`src/rtl/mult_arbiter.sv`:
```
// mult_arbiter: a round-robin arbiter that lets NREQ requesters share one
// 3-stage pipelined signed fractional multiplier (Q1.(BITSIZE-1)).
//
// Ports:
//   i_clk        system clock (OSC domain)
//   i_rst        synchronous active-high reset
//   i_frame      one-cycle sample-frame strobe
//   i_req        per-requester level request
//   i_in1/i_in2  packed operands, requester k at [k*BITSIZE +: BITSIZE]
//   o_ack        one-hot pulse, operands of requester k captured
//   o_out        signed product result (held when o_out_valid=0)
//   o_out_valid  one-cycle pulse, o_out/o_out_id valid
//   o_out_id     requester index of o_out
//   o_missed     sticky per-requester overrun flags
//   i_clr_missed clears o_missed (a same-cycle frame set wins)
module mult_arbiter #(
    parameter int BITSIZE = 16,
    parameter int NREQ    = 4,
    parameter int IDW     = $clog2(NREQ)
) (
    input  logic                    i_clk,
    input  logic                    i_rst,
    input  logic                    i_frame,
    input  logic [NREQ-1:0]         i_req,
    input  logic [NREQ*BITSIZE-1:0] i_in1,
    input  logic [NREQ*BITSIZE-1:0] i_in2,
    output logic [NREQ-1:0]         o_ack,
    output logic [BITSIZE-1:0]      o_out,
    output logic                    o_out_valid,
    output logic [IDW-1:0]          o_out_id,
    output logic [NREQ-1:0]         o_missed,
    input  logic                    i_clr_missed
);

    localparam int PW = 2 * BITSIZE;

    // arbitration state
    logic [IDW-1:0]            r_ptr;
    logic [NREQ-1:0]           r_ack;
    logic [NREQ-1:0]           r_missed;

    // stage 1: captured operands
    logic signed [BITSIZE-1:0] r_s1_a;
    logic signed [BITSIZE-1:0] r_s1_b;
    logic [IDW-1:0]            r_s1_id;
    logic                      r_s1_v;

    // stage 2: full-precision product
    logic signed [PW-1:0]      r_s2_p;
    logic [IDW-1:0]            r_s2_id;
    logic                      r_s2_v;

    // stage 3: output registers
    logic [BITSIZE-1:0]        r_out;
    logic [IDW-1:0]            r_out_id;
    logic                      r_out_v;

    // combinational grant
    logic                      w_gnt_any;
    logic [IDW-1:0]            w_gnt_id;
    logic [NREQ-1:0]           w_gnt_oh;
    logic [BITSIZE-1:0]        w_gnt_a;
    logic [BITSIZE-1:0]        w_gnt_b;

    // output formatting
    logic                      w_sat;
    logic [BITSIZE-1:0]        w_trunc;
    logic [BITSIZE-1:0]        w_res;
    logic                      w_unused;

    logic [NREQ-1:0]           w_missed_nxt;

    // Search from r_ptr upward, wrapping; IDW-bit addition wraps
    // naturally because NREQ is a power of two.
    always_comb begin : arb
        logic [IDW-1:0] idx;
        w_gnt_any = 1'b0;
        w_gnt_id  = '0;
        idx       = '0;
        for (int i = 0; i < NREQ; i++) begin
            idx = r_ptr + IDW'(i);
            if (!w_gnt_any && i_req[idx]) begin
                w_gnt_any = 1'b1;
                w_gnt_id  = idx;
            end
        end
    end

    always_comb begin
        w_gnt_oh = '0;
        if (w_gnt_any) begin
            w_gnt_oh[w_gnt_id] = 1'b1;
        end
    end

    assign w_gnt_a = i_in1[w_gnt_id*BITSIZE +: BITSIZE];
    assign w_gnt_b = i_in2[w_gnt_id*BITSIZE +: BITSIZE];

    // Only (-1.0)*(-1.0) reaches +2^(PW-2); everything else fits
    // the truncated slice.
    assign w_sat   = (r_s2_p[PW-1:PW-2] == 2'b01);
    assign w_trunc = r_s2_p[PW-2:BITSIZE-1];
    assign w_res   = w_sat ? {1'b0, {(BITSIZE-1){1'b1}}} : w_trunc;

    // low product bits are discarded by the truncation
    assign w_unused = ^r_s2_p[BITSIZE-2:0];

    // clear first, then the frame sets, so a same-cycle set wins
    always_comb begin
        w_missed_nxt = i_clr_missed ? '0 : r_missed;
        if (i_frame) begin
            w_missed_nxt = w_missed_nxt | (i_req & ~w_gnt_oh);
        end
    end

    always_ff @(posedge i_clk) begin
        if (i_rst) begin
            r_ptr    <= '0;
            r_ack    <= '0;
            r_missed <= '0;
            r_s1_a   <= '0;
            r_s1_b   <= '0;
            r_s1_id  <= '0;
            r_s1_v   <= 1'b0;
            r_s2_p   <= '0;
            r_s2_id  <= '0;
            r_s2_v   <= 1'b0;
            r_out    <= '0;
            r_out_id <= '0;
            r_out_v  <= 1'b0;
        end else begin
            r_ack    <= w_gnt_oh;
            r_missed <= w_missed_nxt;
            r_s1_v   <= w_gnt_any;
            if (w_gnt_any) begin
                r_ptr   <= w_gnt_id + IDW'(1);
                r_s1_a  <= w_gnt_a;
                r_s1_b  <= w_gnt_b;
                r_s1_id <= w_gnt_id;
            end
            r_s2_v  <= r_s1_v;
            if (r_s1_v) begin
                r_s2_p  <= r_s1_a * r_s1_b;
                r_s2_id <= r_s1_id;
            end
            r_out_v <= r_s2_v;
            if (r_s2_v) begin
                r_out    <= w_res;
                r_out_id <= r_s2_id;
            end
        end
    end

    assign o_ack       = r_ack;
    assign o_out       = r_out;
    assign o_out_valid = r_out_v;
    assign o_out_id    = r_out_id;
    assign o_missed    = r_missed;

endmodule

```
`config.mk`:
```
export PLATFORM = sky130hd
export DESIGN_NAME = mult_arbiter
export DESIGN_NICKNAME = d
export VERILOG_FILES = /design/src/rtl/mult_arbiter.sv
export SDC_FILE = /design/constraint.sdc
export NUM_CORES = 1
export LEC_CHECK = 0
export CAP_MARGIN = 20
export CORE_MARGIN = 10
export CORE_UTILIZATION = 59
export CTS_CLUSTER_SIZE = 28
export DETAILED_ROUTE_END_ITERATION = 8
export PLACE_DENSITY = 0.84
export SLEW_MARGIN = 20
export SYNTH_ARGS = -nofsm -noshare
export SYNTH_HDL_FRONTEND = slang
export SYNTH_SLANG_ARGS = --single-unit
```
`constraint.sdc`:
```
create_clock -name i_clk -period 8.1 [get_ports i_clk]
set_clock_uncertainty 0.15 [all_clocks]
set_input_delay 1.62 -clock i_clk [delete_from_list [all_inputs] [get_ports i_clk]]
set_output_delay 1.62 -clock i_clk [all_outputs]
set_load 0.005 [all_outputs]
```
# Word-level counts from Yosys, hierarchy flattened
# Index checks and enable logic that the tools add are counted.
# Widths: inputs -> output; s select.
# classes
n_eq_ne,1
bitwise,3
n_shift,2
magnitude_cmp,6
add_sub_neg,4
mul,1
n_mux,22
reduce_logical,7
# ops
op,count
$shiftx 64x7->16,2
$mul 16x16->32,1
$mux 16,1
$lt 2x3->1 const B,5
$mux 4,3
$mux 1,9
$bmux 1 s2,4
$mux 2,4
$add 2x1->2 const B,2
$add 2x2->2 const B,2
$and 4x4->4,1
$logic_and 1x1->1,4
$not 4->4,1
$or 4x4->4,1
$logic_not 1->1,3
$demux 1 s2,1
$eq 2x1->1 const B,1
$ge 2x1->1 const B,1
# totals
word_cells,59
ff_bits,99

# Longest topological paths before layout
# depth
word_depth,21
ltp_mapped,22
mapped_depth_nobuf,21

# Worst setup path after synthesis
# OpenSTA, ideal clock, no wires.
# synth_timing
path_type,register to register
start,reg r_s1_a[15]
end,reg r_s2_p[29]
path_buffers,1
arrival_ns,5.841
path_stages_with_launch,19
setup_slack_ns,1.987
path_cell_list,dfxtp_1 > clkbuf_1 > nand2_1 > inv_1 > fa_1 > fa_1 > fa_1 > fa_1 > fa_1 > inv_1 > fa_1 > inv_1 > ha_1 > o211ai_1 > nand2b_1 > nor4_2 > nor2_1 > o2111a_1 > a221o_1
# synth_between
elab_chain_len,1
# synth_rtl
item,line,source
start: declaration,43,logic signed [BITSIZE-1:0] r_s1_a;
start signal: assignment,137,r_s1_a <= w_gnt_a;
$mul 16x16->32,143,r_s2_p <= r_s1_a * r_s1_b;
end signal: assignment,143,
end: declaration,49,logic signed [PW-1:0] r_s2_p;
# Every way passes these cells.
# A chain may end at the register's enable or synchronous reset.

# Worst setup path in the final report
# Same ends and word-level chain as after synthesis.

==> qor.txt <==
Synth Register Bits: 84
Top FF cell, synth: dfxtp_1
CTS tree: yes
Die footprint: 29000 sq um
CTS Sinks: 84
Initial antenna violation count: 0
Post-synthesis sequential area ratio: 12.6%
# Post-CTS Setup Buffers: 0
Status: finished, final reports clean
Setup violators final: 0
GRT Util Overall: 26.9%
GRT Residual Overflow: 0
Diodes inserted: 0
Critical setup path kind: flip-flop to flip-flop
Cell area after synthesis: 13300 sq um
Pin count of the biggest net entering global routing: 71
Drc violations: 0
Slowest-stage cell, CP: fa_1
Drt pass-1 iters: 5
Leading cell type in the layout, fill and taps excluded: inv_1
Slew Limit Fails: 0
Complex-gate fraction of the synthesized area: 7.95%
Post-Synth Adder-Cell Area: 46.9%
Tmin final: 6.85 ns
Top Family by Delay on Critical Path: adder cells
CORE AREA: 22000 sq um
Final setup TNS: 0 ns
RePlAce Congestion: 0.889
Synth Area in Simple Gates: 18.4%
CTS hold repair buffers: 0
Detail Placement HPWL: 30.0 mm
Startpoint Class: flip-flop
Worst path bufs/invs: 3
H-tree depth: 3
Ys Warns: 0
CTS clock-pin slew for the worst setup and hold paths: 0.07 ns
RSZ-0062 raised after global routing: false
Worst path arrival time: 6.95 ns
P per Cell Area: 328 nW/um^2
Area grow syn2layout: 15.6%
P_leak: 7.45 nW
Die Y: 170 microns
Post-Synth XOR/XNOR Area: 0.984%
Vias in the first global route: 11824
Syn Area/Cell: 8.83 sq um
Crit-path most repeated cell: fa_1
Crit path largest cell delay: 0.96 ns
Number of enable flip-flop cells after synthesis: 0
FP Rows: 54
Worst Hold Class: flip-flop to flip-flop
Setup crit end kind: flip-flop
Crit-path max FO: 17
Mux contribution to synthesized area: 2.92%
Worst slew margin: 37.1%
Post-synth ARST share: 0%
Max Cap Viol: 0
Port bufs: 162
Total CTS buffers: 9
Routed length per placed instance: 19.3 microns
Post_cts resized: 0
FMAX: 146 MHz
Final Cycle Share: 84.6%
Die Wd: 170 microns
Commonest non-fill, non-tap cells in the layout: 290 x inv_1, 261 x fa_1, 234 x nand2_1, 161 x clkdlybuf4s50_1, 129 x and2_1
Max rail drop VDD: 0.330 mV
WL final: 36.7 mm
Syn Nets: 1992
IO Count: 163
Clock Tree Buf Depth: 2
DR iter-0 viols: 818
Req. time, crit path: 8.20 ns
Starting Density: 60.6%
Slew @ Worst Pin: 0.937 ns
Worst-path cell chain: nand2_1, inv_1, fa_1, fa_1, fa_1, fa_1, fa_1, inv_1, fa_1, inv_1, ha_1, o211ai_1, nand2b_1, nor4_2, nor2_1, o2111a_1, a221o_1
DR vias/cell: 5.67
Via count: 10813
Layout cells sized above 1: 3.01%
Synth cell types: 61
Routed Antenna Nets: 0
Root Driver: clkbuf_16
First-pass GRT wire length: 61.5 mm
Final Hold Fails: 0
Clk_lat worst skew: 0.36 ns
Total chip power: 5.06 mW
Largest family of logic cells by synthesized area: adder cells
Synth Instances: 1512
Fill count: 1635
NumNets Final: 2102
[tightest hold or removal path: cells and delay by family, from the launching register on]
kind | cells | cell delay [ns]
compound gates | 1 | 0.05
simple gates | 1 | 0.06
flops | 1 | 0.31
[registers in the layout, indices dropped and copies added (netlist names)]
name and flops:
r_s2_p 17, o_out 16, r_s1_a 16, r_s1_b 16, o_ack 4, o_missed 4, o_out_id 2, r_ptr 2
r_s1_id 2, r_s2_id 2, o_out_valid 1, r_s1_v 1, r_s2_v 1
[cell families (layout without fill, tap and decap cells)]
kind of cell | count (synthesis) | count (layout)
XOR/XNOR | 15 | 15
AO/OA/AOI/OAI | 152 | 152
multiplexers | 37 | 37
adder cells (fa/ha/maj) | 344 | 344
buffers and inverters | 360 | 475
AND/OR/NAND/NOR | 520 | 520
flip-flops | 84 | 84
[cells in the mapped netlist, types with 4 or more instances]
cell type | n | area [sq um]
a22oi_1 | 16 | 120
nor3_1 | 22 | 110
nand3b_1 | 4 | 30.0
buf_1 | 6 | 22.5
fa_1 | 261 | 5230
o21a_1 | 4 | 30.0
inv_1 | 290 | 1090
mux2i_1 | 22 | 220
nand2b_1 | 15 | 93.8
buf_2 | 8 | 40.0
nor2_1 | 68 | 255
a21oi_1 | 40 | 200
dfxtp_1 | 84 | 1680
clkbuf_1 | 54 | 203
and3_1 | 5 | 31.3
a21o_1 | 7 | 52.6
and2_1 | 129 | 807
o21ai_0 | 8 | 40.0
xnor2_1 | 12 | 105
nand3_1 | 30 | 150
ha_1 | 83 | 1040
mux2_2 | 15 | 169
o22ai_1 | 17 | 106
nand2_1 | 234 | 878
a211o_1 | 5 | 43.8
o211ai_1 | 21 | 158
[layer usage]
layer  global-route usage (%)  share of wire, %
met3                     4.53               6.0
met5                        0                 0
met2                     47.6                52
met1                     32.2                38
met4                     9.50               3.8
[area by class of cell]
cell class | instances | area (sq um) | area share, %
Inverter | 292 | 1100 | 7.11
Sequential cell | 84 | 1680 | 10.9
Timing Repair Buffer | 167 | 1650 | 10.7
Tap cell | 280 | 350 | 2.27
Multi-Input combinational cell | 1068 | 10300 | 66.9
Clock inverter | 7 | 90.1 | 0.584
Clock buffer | 9 | 225 | 1.46
[final timing paths]
check        slack (ns)     endpoint  cells past startpoint        start
min reg2reg        0.32  o_missed[1]                      2  o_missed[1]
min                0.32  o_missed[1]                      2  o_missed[1]
max reg2reg        1.25   r_s2_p[29]                     17   r_s1_a[15]
max                1.25   r_s2_p[29]                     17   r_s1_a[15]
[through the flow]
step	cell area [sq um]	utilization (%)	setup slack, ns	hold slack (ns)	std cells
final	15400	70.0	1.25	0.321	1907
after global routing	15400	70.0	0.926	0.337	1907
after CTS	15400	70.0	1.30	0.320	1907
after detailed placement	15100	68.6	1.36	0.310	1891
after global placement	15100	68.6	1.57	0.296	1891
after floorplan	13300	-	1.99	0.276	1512
[power by group]
group	switching [mW]	total [mW]	leakage, nW	internal, mW
Clock	0.205	0.454	0.157	0.249
Combinational	2.28	3.94	6.60	1.66
Sequential	0.181	0.673	0.694	0.491
Power figures use the tool's default switching activity.
